===== src/rtl/sensor_sel_pkg.sv =====
// Shared types and defaults for the sensor channel selector.
// Also used by the acquisition controller for channel sizing.
package sensor_sel_pkg;

  localparam int N_CH_DEF   = 32;
  localparam int ADDR_W_DEF = 5;

  localparam logic MODE_SINGLE = 1'b0;
  localparam logic MODE_SCAN   = 1'b1;

  typedef enum logic [1:0] {
    IDLE = 2'd0,
    SEL  = 2'd1,
    SCAN = 2'd2,
    FIN  = 2'd3
  } sel_state_t;

endpackage


===== src/rtl/sensor_channel_selector.sv =====
// Single-address or full-scan bit selector over a sensor enable bus.
// Optional SENSOR_SEL_MASK_EN adds a mask port applied at snapshot time.
module sensor_channel_selector
  import sensor_sel_pkg::*;
#(
  parameter int N_CH   = N_CH_DEF,
  parameter int ADDR_W = ADDR_W_DEF
) (
  input  logic              clk,
  input  logic              rst,
  input  logic              start,
  input  logic              mode,
  input  logic [ADDR_W-1:0] addr,
  input  logic [N_CH-1:0]   enable,
`ifdef SENSOR_SEL_MASK_EN
  input  logic [N_CH-1:0]   mask,
`endif
  input  logic              abort,
  output logic              busy,
  output logic              valid,
  output logic              out_bit,
  output logic [ADDR_W-1:0] out_addr,
  output logic              err,
  output logic              done,
  output logic [ADDR_W:0]   act_cnt
);

  localparam logic [ADDR_W-1:0] LAST    = ADDR_W'(N_CH - 1);
  localparam logic [ADDR_W:0]   N_CH_W  = (ADDR_W + 1)'(N_CH);
  localparam logic [ADDR_W:0]   CNT_ONE = (ADDR_W + 1)'(1);
  localparam logic [ADDR_W-1:0] IDX_ONE = ADDR_W'(1);

  sel_state_t state, state_n;

  logic [N_CH-1:0]   snap, snap_n, snap_in;
  logic [ADDR_W-1:0] addr_q, addr_n;
  logic [ADDR_W-1:0] idx, idx_n;
  logic [ADDR_W:0]   cnt, cnt_n;

  logic              valid_n, out_bit_n, err_n, done_n;
  logic [ADDR_W-1:0] out_addr_n;
  logic [ADDR_W:0]   act_cnt_n;

  logic [N_CH-1:0]   sel_sh, scan_sh;
  logic              in_range;

`ifdef SENSOR_SEL_MASK_EN
  assign snap_in = enable & ~mask;
`else
  assign snap_in = enable;
`endif

  assign sel_sh   = snap >> addr_q;
  assign scan_sh  = snap >> idx;
  assign in_range = {1'b0, addr_q} < N_CH_W;

  always_comb begin
    state_n    = state;
    snap_n     = snap;
    addr_n     = addr_q;
    idx_n      = idx;
    cnt_n      = cnt;
    valid_n    = 1'b0;
    err_n      = 1'b0;
    done_n     = 1'b0;
    out_bit_n  = out_bit;
    out_addr_n = out_addr;
    act_cnt_n  = act_cnt;

    unique case (state)
      IDLE: begin
        if (start && !abort) begin
          snap_n  = snap_in;
          addr_n  = addr;
          idx_n   = '0;
          cnt_n   = '0;
          state_n = (mode == MODE_SCAN) ? SCAN : SEL;
        end
      end
      SEL: begin
        valid_n    = 1'b1;
        out_addr_n = addr_q;
        if (in_range) begin
          out_bit_n = sel_sh[0];
        end else begin
          out_bit_n = 1'b0;
          err_n     = 1'b1;
        end
        cnt_n   = {{ADDR_W{1'b0}}, in_range & sel_sh[0]};
        state_n = FIN;
      end
      SCAN: begin
        if (scan_sh[0]) begin
          valid_n    = 1'b1;
          out_bit_n  = 1'b1;
          out_addr_n = idx;
          cnt_n      = cnt + CNT_ONE;
        end
        if (idx == LAST) begin
          state_n = FIN;
        end else begin
          idx_n = idx + IDX_ONE;
        end
      end
      FIN: begin
        done_n    = 1'b1;
        act_cnt_n = cnt;
        state_n   = IDLE;
      end
    endcase

    // Abort cancels everything scheduled for this edge.
    if (abort && state != IDLE) begin
      state_n    = IDLE;
      valid_n    = 1'b0;
      err_n      = 1'b0;
      done_n     = 1'b0;
      out_bit_n  = out_bit;
      out_addr_n = out_addr;
      act_cnt_n  = act_cnt;
    end
  end

  always_ff @(posedge clk or posedge rst) begin
    if (rst) begin
      state    <= IDLE;
      snap     <= '0;
      addr_q   <= '0;
      idx      <= '0;
      cnt      <= '0;
      busy     <= 1'b0;
      valid    <= 1'b0;
      out_bit  <= 1'b0;
      out_addr <= '0;
      err      <= 1'b0;
      done     <= 1'b0;
      act_cnt  <= '0;
    end else begin
      state    <= state_n;
      snap     <= snap_n;
      addr_q   <= addr_n;
      idx      <= idx_n;
      cnt      <= cnt_n;
      busy     <= (state_n != IDLE);
      valid    <= valid_n;
      out_bit  <= out_bit_n;
      out_addr <= out_addr_n;
      err      <= err_n;
      done     <= done_n;
      act_cnt  <= act_cnt_n;
    end
  end

endmodule


===== config.mk =====
export PLATFORM = sky130hd
export DESIGN_NAME = sensor_channel_selector
export DESIGN_NICKNAME = d
export VERILOG_FILES = /design/src/rtl/sensor_sel_pkg.sv /design/src/rtl/sensor_channel_selector.sv
export SDC_FILE = /design/constraint.sdc
export NUM_CORES = 1
export LEC_CHECK = 0
export ABC_CLOCK_PERIOD_IN_PS = 2600
export CAP_MARGIN = 10
export CORE_MARGIN = 2
export CORE_UTILIZATION = 55
export DETAILED_ROUTE_END_ITERATION = 8
export DONT_BUFFER_PORTS = 1
export PLACE_DENSITY = 0.68
export SYNTH_ARGS = -nofsm -noshare
export SYNTH_HDL_FRONTEND = slang
export SYNTH_SLANG_ARGS = --single-unit
export TNS_END_PERCENT = 50

===== constraint.sdc =====
create_clock -name clk -period 2.6 [get_ports clk]
set_clock_uncertainty 0.15 [all_clocks]
set_input_delay 0.26 -clock clk [delete_from_list [all_inputs] [get_ports clk]]
set_output_delay 0.26 -clock clk [all_outputs]
set_load 0.01 [all_outputs]

==> results of run 1 <==
-- how the worst max path moves through the flow --
| stage | to | slack, ns | depth (start not counted) |
|---|---|---|---|
| after floorplan | addr_q[0]$_DFFE_PP0P_ | 0.37 | 7 |
| after global placement | out_bit$_DFFE_PP0P_ | 0.09 | 7 |
| after detailed placement | out_bit$_DFFE_PP0P_ | 0.05 | 7 |
| after CTS | out_bit$_DFFE_PP0P_ | 0.04 | 7 |
| after global routing | out_bit$_DFFE_PP0P_ | 0.1 | 6 |
| final | out_bit$_DFFE_PP0P_ | 0.25 | 7 |
-- critical path, delay by kind of cell, from the launching register on --
| family | cells | cell delay (ns) |
|---|---|---|
| AO/OA/AOI/OAI | 4 | 0.90 |
| AND/OR/NAND/NOR | 2 | 0.39 |
| buffers and inverters | 1 | 0.19 |
| flip-flops | 1 | 0.59 |
-- cells in the final DEF (no fill, tap or decap), types with 2 or more instances in the layout --
| master | n |
|---|---|
| dfrtp_1 | 64 |
| mux2_2 | 43 |
| dlygate4sd3_1 | 40 |
| nand2_1 | 32 |
| mux2i_1 | 30 |
| nand3_1 | 14 |
| o21ai_0 | 11 |
| clkbuf_8 | 10 |
| nor2b_1 | 9 |
| nand2b_1 | 8 |
| inv_1 | 8 |
| a22oi_1 | 8 |
| a21oi_1 | 8 |
| buf_4 | 8 |
| o22ai_1 | 7 |
| ha_1 | 7 |
| nor2_1 | 5 |
| a2bb2oi_1 | 5 |
| o211ai_1 | 4 |
| nand4b_1 | 3 |
| clkbuf_1 | 3 |
| a2111oi_0 | 2 |
| and2_1 | 2 |
| o21ai_2 | 2 |
| or3_1 | 2 |
| o311ai_1 | 2 |
| a31oi_1 | 2 |
| clkinv_2 | 2 |
| buf_12 | 2 |
-- power by group --
group	leakage, nW	switching [mW]	internal [mW]	total [mW]
combinational	0.882	1.06	1.06	2.12
clock	0.0974	0.382	0.467	0.849
sequential	0.799	0.482	1.44	1.92
-- final cells by class --
class                   count  area [µm²]  area share (%)
clock buffers              13       148.9           3.576
inverters                   9       33.78          0.8113
repair buffers             50       500.5           12.02
well taps                  75       93.84           2.254
multi-input cells         225        1719           41.29
clock inverters             3       40.04          0.9615
flip-flops and latches     65        1628           39.09
-- per-stage QoR --
step                      instances  instance area [µm²]  worst slack (ns)  util [%]  power [mW]
after detailed placement        384                 3573           0.04851     59.65       3.956
after CTS                       440                 4163           0.03600     69.49       4.873
final                           440                 4164            0.2481     69.51       4.898
after global placement          384                 3573           0.08893     59.65       3.910
after global routing            440                 4164           0.09693     69.51       5.213
after floorplan                 315                 3451            0.3650         -       3.419
-- cells by family (layout without fill, tap and decap cells) --
family          count (synthesis)  count (layout)  share of synthesized area (%)
mux                            73              73                          22.73
other cells                     1               1                         0.1087
flops                          65              65                          47.14
xor+xnor                        1               1                         0.2539
fa+ha+maj                       7               7                          2.538
buf+inv                        25              75                          3.045
compound gates                 61              61                          12.26
simple gates                   82              82                          11.93
-- flip-flops by register name, indices dropped and copies added (netlist names) --
signal    cells
busy          1
snap         32
out_addr      5
act_cnt       6
done          1
cnt           6
idx           5
valid         1
out_bit       1
state         2
addr_q        5
-- layer usage --
| metal | routed length, µm | up-vias |
|---|---|---|
| met3 | 420 | 16 |
| li1 | - | 1240 |
| met4 | 154 | 0 |
| met2 | 3752 | 85 |
| met5 | 0 | - |
| met1 | 3399 | 1289 |
-- timing repair --
action | 4_1_cts | 5_1_grt
endpoints found under the hold margin | 67 | 0
gates resized for setup | 0 | 1
setup endpoints to repair | 0 | 9
hold buffers | 40 | 0
==> reports/metrics.cfg, run 1 <==
[status]
outcome = finished, final reports clean

[timing]
fin_tns_setup_ns = 0
finalSetupViolCount = 0
timing.final.crit_share_pct = 90.46
min_period_ns = 2.352
maxSlewHeadroom_pct = 56.68
worst_hold_slack_ns = 0.008548
rsz0062_at_grt = no
slew_viol_final = 0
finalHoldViolCount = 0
max_freq_mhz = 425.2
worst_pin_slew_ns = 0.6489

[logic_synthesis]
syn_avg_cell_area_um2 = 10.95
synthCells = 315
synth-edff-count = 0
synth-seq-area-share_pct = 47.14
ys_warn_count = 0
synthTopCellsByCount = 65 x dfrtp_1, 43 x mux2_2, 32 x nand2_1
synth_ff_type = dfrtp_1
yosysMostFrequentCell = dfrtp_1
synth_seq_cells = 65
ys_top_cells_by_area = dfrtp_1 47%, mux2_2 14%, mux2i_1 8.7%
synth_top_area_share_pct = 47.14
async_flop_share_pct = 100.0
synth_largest_area_cell = dfrtp_1
synth_nets = 364
ys_types = 46
syn_area_mm2 = 0.003451

[hold_path]
hold_start = abort
hold-path-endpoint = busy$_DFF_PP0_
hold_depth = 2
hold_path_class = in2reg

[drt]
vias = 2630
drtAntennaViolNets = 0
wl_per_cell_um = 17.56
drt-initial-drc-count = 172
routed_wl_mm = 7.726
drc = 0
first_pass_iters = 5
vias_per_cell = 5.977

[global_route]
globalRoute.totalOverflow = 0
gr-usage-met3_pct = 6.759
grt_max_degree = 38
first_global_vias = 2593
grt_pass1_wl_mm = 12.86
grtUsageTotal_pct = 23.47
grtUsageMet1_pct = 30.49
met2_usage_pct = 37.10
antenna_found_initial = 0
grt-busiest-layer = met2

[setup_path]
critPathMaxStageDelay_ns = 0.59
critical_path_class = reg2reg
startpoint_type = flip-flop
crit_start = idx[1]$_DFFE_PP0P_
r2r_end = out_bit$_DFFE_PP0P_
crit_path_cell_trace = nor2b_1 > a2111oi_0 > buf_4 > o21ai_2 > nor2_2 > a21oi_2 > o32a_1
end_kind = flip-flop
crit_path_max_fanout = 17
worstPathArrival_ns = 2.43
rrSetupSlack_ns = 0.25
reg2regPathDepth = 7
slowest_stage = dfrtp_2
cp.required_ns = 2.68
r2r-start = idx[1]$_DFFE_PP0P_

[final_layout]
num_antenna_cells = 0
fillers = 449
layout.nets = 409
layout-drive-gt1-share_pct = 20.00
areaGrowthSynthToFinish_pct = 20.67

[run]
maxCapViolCount = 0

[cts]
numCtsBuffers = 9
clock_path_buffers = 2
clkLatencyLatePin_ns = 0.35
cts_root_buf = clkbuf_8
cts.sinks = 65
postCtsSetupRepairBufs = 0
path_clk_slew_ns = 0.07
tritoncts = built
htreeDepth = 3

[die]
std_cell_rows = 28
die_y_um = 83.21
dieArea_mm2 = 0.006924
ios = 58
die_x_um = 83.21
initial_core_util_pct = 57.60
core_mm2 = 0.005991

[power]
leakagePower_nw = 1.779
powerDensity_mw_per_mm2 = 1176
ir_drop_mv = 0.6604

[placed_design]
portBuffers = 0
hpwl_mm = 5.193
place_congestion = 0.8293

Note: power is estimated with default switching activity, not from simulation.
==> run 2: changes to the inputs <==
--- a/config.mk
+++ b/config.mk
@@ -9,9 +9,11 @@
 export CAP_MARGIN = 10
 export CORE_MARGIN = 2
 export CORE_UTILIZATION = 55
+export CTS_CLUSTER_DIAMETER = 60
 export DETAILED_ROUTE_END_ITERATION = 8
 export DONT_BUFFER_PORTS = 1
 export PLACE_DENSITY = 0.68
+export SETUP_SLACK_MARGIN = 0.02
 export SYNTH_ARGS = -nofsm -noshare
 export SYNTH_HDL_FRONTEND = slang
 export SYNTH_SLANG_ARGS = --single-unit
==> results of run 2 <==
The final DEF is identical to that of run 1; final timing and power are the same.
